## config.mk

```make
export PLATFORM = sky130hd
export DESIGN_NAME = calc_display_scan
export DESIGN_NICKNAME = d
export VERILOG_FILES = /design/src/rtl/calc_pkg.sv /design/src/rtl/calc_display_scan_bcd_to_7seg.sv /design/src/rtl/calc_display_scan.sv
export SDC_FILE = /design/constraint.sdc
export NUM_CORES = 1
export LEC_CHECK = 0
export CORE_ASPECT_RATIO = 0.8
export CORE_MARGIN = 5
export CORE_UTILIZATION = 35
export CTS_CLUSTER_SIZE = 12
export DETAILED_ROUTE_END_ITERATION = 8
export SKIP_LAST_GASP = 1
export SLEW_MARGIN = 25
export SYNTH_ARGS = -nofsm -noshare
export SYNTH_HDL_FRONTEND = slang
export SYNTH_SLANG_ARGS = --single-unit
export TNS_END_PERCENT = 10
```

## constraint.sdc

```tcl
create_clock -name clock -period 3.4 [get_ports clock]
set_clock_uncertainty 0.1 [all_clocks]
set_input_delay 0.51 -clock clock [delete_from_list [all_inputs] [get_ports clock]]
set_output_delay 0.51 -clock clock [all_outputs]
set_load 0.01 [all_outputs]
```

## src/rtl/calc_pkg.sv

```systemverilog
// rtl/calc_pkg.sv - shared status codes, segment patterns and digit/segment types for the display scanner
package calc_pkg;
    localparam logic [1:0] ST_ERR   = 2'b00;
    localparam logic [1:0] ST_BUSY  = 2'b01;
    localparam logic [1:0] ST_READY = 2'b10;

    // Segment order {g,f,e,d,c,b,a}, active-low
    localparam logic [6:0] SEG_BLANK = 7'h7F;
    localparam logic [6:0] SEG_E     = 7'b0000110;
    localparam logic [6:0] SEG_r     = 7'b0101111;

    typedef logic [3:0] bcd_t;
    typedef logic [6:0] seg_t;
endpackage

```

## src/rtl/calc_display_scan_bcd_to_7seg.sv

```systemverilog
// rtl/calc_display_scan_bcd_to_7seg.sv - combinational BCD to active-low 7-segment decoder, codes 10..15 blank
module bcd_to_7seg
    import calc_pkg::*;
(
    input  bcd_t digit,
    output seg_t seg
);
    always_comb begin
        seg = SEG_BLANK;
        case (digit)
            4'd0: seg = 7'b1000000;
            4'd1: seg = 7'b1111001;
            4'd2: seg = 7'b0100100;
            4'd3: seg = 7'b0110000;
            4'd4: seg = 7'b0011001;
            4'd5: seg = 7'b0010010;
            4'd6: seg = 7'b0000010;
            4'd7: seg = 7'b1111000;
            4'd8: seg = 7'b0000000;
            4'd9: seg = 7'b0010000;
            default: seg = SEG_BLANK;
        endcase
    end
endmodule

```

## src/rtl/calc_display_scan.sv

```systemverilog
// rtl/calc_display_scan.sv - shadow/commit digit capture and multiplexed 7-seg scan; CALC_DISP_LZB_EN enables leading-zero blanking
module calc_display_scan
    import calc_pkg::*;
#(
    parameter int N_DIG    = 8,
    parameter int SCAN_DIV = 50000
) (
    input  logic             clock,
    input  logic             reset,
    input  logic [1:0]       status,
    input  logic [3:0]       data,
    input  logic [3:0]       pos,
    output logic [N_DIG-1:0] an,
    output logic [6:0]       seg,
    output logic             busy_o
);
    localparam int IW = (N_DIG > 1) ? $clog2(N_DIG) : 1;
    localparam int PW = (SCAN_DIV > 1) ? $clog2(SCAN_DIV) : 1;
    localparam logic [PW-1:0] PS_LAST  = PW'(SCAN_DIV - 1);
    localparam logic [IW-1:0] IDX_LAST = IW'(N_DIG - 1);

    bcd_t             shadow  [N_DIG];
    bcd_t             display [N_DIG];
    logic [N_DIG-1:0] blank_mask;
    logic [N_DIG-1:0] lzb_mask;
    logic [1:0]       status_q;
    logic [PW-1:0]    prescaler;
    logic [IW-1:0]    index;
    logic             capture;
    logic             commit;
    seg_t             dec_seg;
    seg_t             seg_next;

    assign capture = (status == ST_BUSY) && (int'(pos) < N_DIG);
    assign commit  = (status_q == ST_BUSY) && (status == ST_READY);

`ifdef CALC_DISP_LZB_EN
    // Mask is derived from the shadow at commit time so the scan path only reads one bit
    always_comb begin
        logic seen;
        seen     = 1'b0;
        lzb_mask = '0;
        for (int i = N_DIG - 1; i > 0; i--) begin
            if (shadow[i] != 4'd0) seen = 1'b1;
            lzb_mask[i] = ~seen;
        end
    end
`else
    assign lzb_mask = '0;
`endif

    always_ff @(posedge clock or negedge reset) begin
        if (!reset) begin
            for (int i = 0; i < N_DIG; i++) begin
                shadow[i]  <= 4'hF;
                display[i] <= 4'hF;
            end
            blank_mask <= '0;
            status_q   <= ST_BUSY;
            busy_o     <= 1'b0;
        end else begin
            status_q <= status;
            if (capture) begin
                shadow[pos[IW-1:0]] <= data;
                busy_o              <= 1'b1;
            end else if (commit) begin
                for (int i = 0; i < N_DIG; i++) display[i] <= shadow[i];
                blank_mask <= lzb_mask;
                busy_o     <= 1'b0;
            end
        end
    end

    always_ff @(posedge clock or negedge reset) begin
        if (!reset) begin
            prescaler <= '0;
            index     <= '0;
        end else if (prescaler == PS_LAST) begin
            prescaler <= '0;
            index     <= (index == IDX_LAST) ? '0 : index + 1'b1;
        end else begin
            prescaler <= prescaler + 1'b1;
        end
    end

    bcd_to_7seg u_dec (
        .digit(display[index]),
        .seg  (dec_seg)
    );

    // Error overlay reads the live status so leaving error restores the buffer on the next render
    always_comb begin
        seg_next = blank_mask[index] ? SEG_BLANK : dec_seg;
        if (status == ST_ERR) begin
            if (index == IW'(0) || index == IW'(1)) seg_next = SEG_r;
            else if (index == IW'(2))               seg_next = SEG_E;
            else                                    seg_next = SEG_BLANK;
        end
    end

    always_ff @(posedge clock or negedge reset) begin
        if (!reset) begin
            an  <= '1;
            seg <= SEG_BLANK;
        end else begin
            an  <= ~(N_DIG'(1) << index);
            seg <= seg_next;
        end
    end
endmodule

```

### Word level (Yosys, flattened, before mapping)

Memories as Yosys holds them, arrays and structs flattened.
Cells that the tools add are included.

* bits in registers: 101
* memory bits (read-only): 120
* bits of input ports: 12
* logic and storage cells: 66
* memories: 2

Memory list
* (name not given): depth 16, bits a word 7, read ports 1, clocked after memory_dff 0, wr ports 0, RTL line calc_display_scan_bcd_to_7seg.sv:10 `case (digit)`
* (name not given): depth 8, bits a word 1, read ports 1, clocked after memory_dff 0, wr ports 0, RTL line calc_display_scan.sv:93 `seg_next = blank_mask[index] ? SEG_BLANK : dec_seg;`

* add/sub/neg operators: 2
* order comparisons: 5
* equality and inequality tests: 7
* shifts and indexed selects: 1
* multiplexer cells: 15
* bitwise gates (word level): 4
* reduce and logical (&&, ||, !) cells: 8

Operators with widths (count)
* $bwmux 32: 1
* $mux 7: 4
* $add 16x1->16 const B: 1
* $eq 16x16->1 const B: 1
* $mux 16: 1
* $bmux 4 s3: 1
* $demux 4 s3: 1
* $mux 4: 3
* $ge 4x4->1 const B: 2
* $not 3->4: 2
* $not 8->8: 1
* $shl 1x3->8 const A: 1
* $eq 2x1->1 const B: 2
* $lt 3x4->1 const B: 1
* $lt 4x1->1 const B: 1
* $lt 4x4->1 const B: 1
* $add 3x1->3 const B: 1
* $eq 3x1->1 const B: 1
* $eq 3x2->1 const B: 1
* $eq 3x3->1 const B: 1
* $logic_and 1x1->1: 3
* $logic_not 3->1: 1
* $mux 1: 3
* $mux 3: 1
* other kinds (6): 6

### Logic depth before layout (Yosys ltp)

An unclocked memory read counts as a cell.

* depth in word-level cells: 7
* depth in mapped cells: 8
* mapped depth without buffers: 7

### Cells and area by module

Synthesis repeated with hierarchy kept, for this count alone.

* cell total of the unflattened synthesis: 331
* area total of the unflattened synthesis: 4515.6 sq um

By module, submodules not included
* calc_display_scan: times used 1, cells an instance 298, area an instance 4305.4 sq um, seq. area each 2627.5 sq um
* bcd_to_7seg: times used 1, cells an instance 33, area an instance 210.2 sq um, seq. area each 0.0 sq um

### Worst setup path before layout

OpenSTA, ideal clock, no wires.

* path kind: register to register
* from: register index[1]
* to: register seg[3]
* library setup time: 0.089 ns
* arrival: 2.150 ns
* slack: 1.061 ns
* stages on the path, launching flop included: 8
* buffers on the path: 1
* clock period less this slack: 2.339 ns
* cells stage by stage: dfrtp_1 buf_6 mux4_1 mux2_2 inv_1 ha_1 or2b_1 a211oi_1

* word-level cells in the longest chain between the ends: 7
* elaborated cells between the ends (all ways): 15
* those cells by class: eq/ne (2); mux (8); bitwise (1); reduce/logical (2); memory (2)

RTL lines
* start: declaration: RTL line calc_display_scan.sv:28 `logic [IW-1:0] index;`
* start signal: assignment: RTL line calc_display_scan.sv:80 `index <= (index == IDX_LAST) ? '0 : index + 1'b1;`
* $not 3->4 (not written as such): RTL line calc_display_scan.sv:87 `.digit(display[index]),`
* $bmux 4 s3: RTL line calc_display_scan.sv:87
* $mux 4 (not written as such) (2 in a row): RTL line calc_display_scan.sv:87
* $mem_v2 16x7
* $mux 7: RTL line calc_display_scan.sv:93
* $mux 7 (*): RTL line calc_display_scan.sv:94 `if (status == ST_ERR) begin`
* named net seg_next[3]: RTL line calc_display_scan.sv:32 `seg_t seg_next;`
* end signal: assignment: RTL line calc_display_scan.sv:107 `seg <= seg_next;`
* end: declaration: RTL line calc_display_scan.sv:14 `output logic [6:0] seg,`

The timed path passes the listed nets; every way through them passes the cells marked *. The select of a mux whose other input is x is not followed.
A chain may end at the register's enable or synchronous reset.

### Worst setup path in the final report

* from: register index[0]
* to: register seg[3]

Same word-level chain as after synthesis.

==> impl_metrics.ini <==
[run_status]
status = finished clean

[floorplan]
die_w_um = 137.3
ios = 28
rows = 37
dieHeight_um = 111.8
start_util = 0.3552
die-area_mm2 = 0.01536
core_area_mm2 = 0.01278

[clock_network]
path_clk_slew_ps = 70
cts_setup_buffers = 0
cts_resized = 0
ctsHtreeMaxLevel = 3
hold_buffers = 0
cts_sinks = 101
cts_tree = built
clkLatencyLatePin_ps = 350
numCtsBuffers = 9
clockBufferDepth = 2
root_buffer = clkbuf_16

[routing]
drt-wirelength-per-cell_um = 15.62
wl_um = 8296
first_pass_iters = 4
drc = 0
detail_route.iter0.violations = 112
viasPerCell = 4.851
vias = 2576
antenna_left = 0

[placed_design]
dp_hpwl_um = 5778
post-place-ws_ps = 705.3
place.gp.congestion = 0.7513
dpl_cell_area_mm2 = 0.005012
dp.cells = 515
port_buffers = 27

[synthesis]
syn_inst = 322
ys_warn_count = 0
synthesis.nets = 346
synth_edf_count = 0
ys.flop_type = dfstp_2
synth.cell_area_mm2 = 0.004538
synthDistinctLibCells = 39
ys_seq_area_frac = 0.5790
postSynthAreaPerCell_um2 = 14.09
postSynth.asyncResetShare = 1.000
synth_seq_cells = 101

[timing]
hold_viol = 0
worst_slew_pin_slew_ps = 869.9
finalCritPeriodShare = 0.7615
hold_ws_ps = 164.1
layout_setup_ws_ps = 811.0
final-max-slew-violation-count = 0
setup_viol = 0
rsz0062_at_grt = false
fin_crit_ps = 2589
relSlewSlack = 0.4201
fmax_ghz = 0.3862
fin_setup_tns_ps = 0

[pwr]
peakVddDrop_mv = 0.2993
p_sw_uw = 760.6
switching_share = 0.2346
p_int_uw = 2482
power.leakage_uw = 0.002185
p_seq_frac = 0.510
combPwrFrac = 0.160
power_density_mw_per_mm2 = 608.3
clock_power_share = 0.330

[setup_path]
setup.worst_path.start_class = flop
crit_type = flop to flop
arrival_ps = 2740
crit_fanout = 8
cp_data_required_time_ps = 3550
setup.worst_path.end_class = flop

[global_routing]
grt_usage = 0.1157
antenna_found_initial = 0
grt_max_degree = 70
grt_first_pass_wirelength_um = 13810
grt_pass1_vias = 2615
overflow = 0

[final_layout]
fillerInstances = 1195
final_area_mm2 = 0.005330
fin_nets = 375
syn2layout_area_growth_pct = 17.45
final_cells = 531
antenna_cells = 0
drive_gt1_frac = 0.4916

[flow_run]
drv_cap = 0

[min_path]
hp-class = input port to async pin
## cell families after synthesis
group           Yosys count  synth area share
compound gates           14           0.02013
xor+xnor                 14           0.02702
fa+ha+maj                12           0.03308
buf+inv                  24           0.02261
flops                   101            0.5790
mux                      81            0.2261
simple gates             76           0.09208
## critical path, cell delays in order (launching register included)
cell and delay (ps):
dfrtp_1 590, mux4_1 620, mux2i_1 380, ha_1 330
or2b_1 220, a211oi_1 250
## routing by layer
metal / share of wire / GRT usage
met1: 0.51 / 0.1719
met2: 0.44 / 0.1630
met3: 0.039 / 0.02665
met4: 0.014 / 0.04388
met5: 0 / 0
## registers in the layout, indices dropped and copies added, names as in the netlist
register,count
index,3
an,8
prescaler,16
busy_o,1
shadow,32
status_q,2
display,32
seg,7
## layout make-up
class / count / area (µm²) / share of cell area
multi-input cells: 197 / 1823 / 0.3420
well taps: 175 / 219.0 / 0.04108
flip-flops and latches: 101 / 2628 / 0.4930
inverters: 10 / 37.54 / 0.007042
repair buffers: 32 / 305.3 / 0.05728
clock inverters: 6 / 67.56 / 0.01268
clock buffers: 10 / 250.2 / 0.04695
## path summary, 6_finish.rpt
check | endpoint | slack [ps] | startpoint | cells after the start
worst max-delay path | seg[3]$_DFF_PN1_ | 810 | index[0]$_DFFE_PN0N_ | 5
worst min-delay path | prescaler[0]$_DFF_PN0_ | 160 | reset | 1
worst max register to register | seg[3]$_DFF_PN1_ | 810 | index[0]$_DFFE_PN0N_ | 5
max in group asynchronous | shadow[31]$_DFFE_PN1P_ | 2210 | reset | 2
worst min register to register | prescaler[0]$_DFF_PN0_ | 400 | prescaler[0]$_DFF_PN0_ | 1
min in group clock | prescaler[0]$_DFF_PN0_ | 400 | prescaler[0]$_DFF_PN0_ | 1
## cell usage in the layout (no fill, tap or decap), drive strengths merged, types with 5 or more instances in the layout
| cell | count |
|---|---|
| nor2 | 16 |
| mux2 | 68 |
| clkbuf | 10 |
| nand2 | 18 |
| mux2i | 5 |
| clkdlybuf4s50 | 26 |
| dfrtp | 21 |
| and3 | 5 |
| inv | 12 |
| xor2 | 8 |
| dfstp | 80 |
| mux4 | 8 |
| ha | 12 |
| xnor2 | 6 |
| a211oi | 6 |
| nand4 | 7 |
| buf | 6 |
## synth_stat cells (all sizes together), types with 2 or more instances
master,count,share of area
a211oi,6,0.0099
a21oi,2,0.0022
and2,2,0.0028
and3,5,0.0069
and4,4,0.0077
buf,3,0.0052
clkbuf,11,0.0091
dfrtp,21,0.12
dfstp,80,0.46
ha,12,0.033
inv,10,0.0083
mux2,68,0.17
mux2i,5,0.011
mux4,8,0.045
nand2,18,0.015
nand3,4,0.0044
nand4,7,0.0096
nor2,16,0.013
nor2b,4,0.0055
nor3,4,0.0044
nor4,3,0.0041
o21ai,3,0.0033
or2b,2,0.0033
or3,2,0.0028
xnor2,6,0.012
xor2,8,0.015
## power groups by stage
stage	sequential (µW)	clock [µW]	combinational, µW
floorplan	1660	0	328
global placement	1670	0	514
detailed placement	1680	0	525
CTS	1660	1110	526
global route	1680	1160	568
finish	1650	1070	518
## through the flow
| stage | utilization | power, µW |
|---|---|---|
| final | 0.4172 | 3242 |
| after global placement | 0.3923 | 2185 |
| after detailed placement | 0.3923 | 2203 |
| after floorplan | - | 1984 |
| after global routing | 0.4172 | 3415 |
| after CTS | 0.4172 | 3295 |
(Power assumes the default switching activity.)
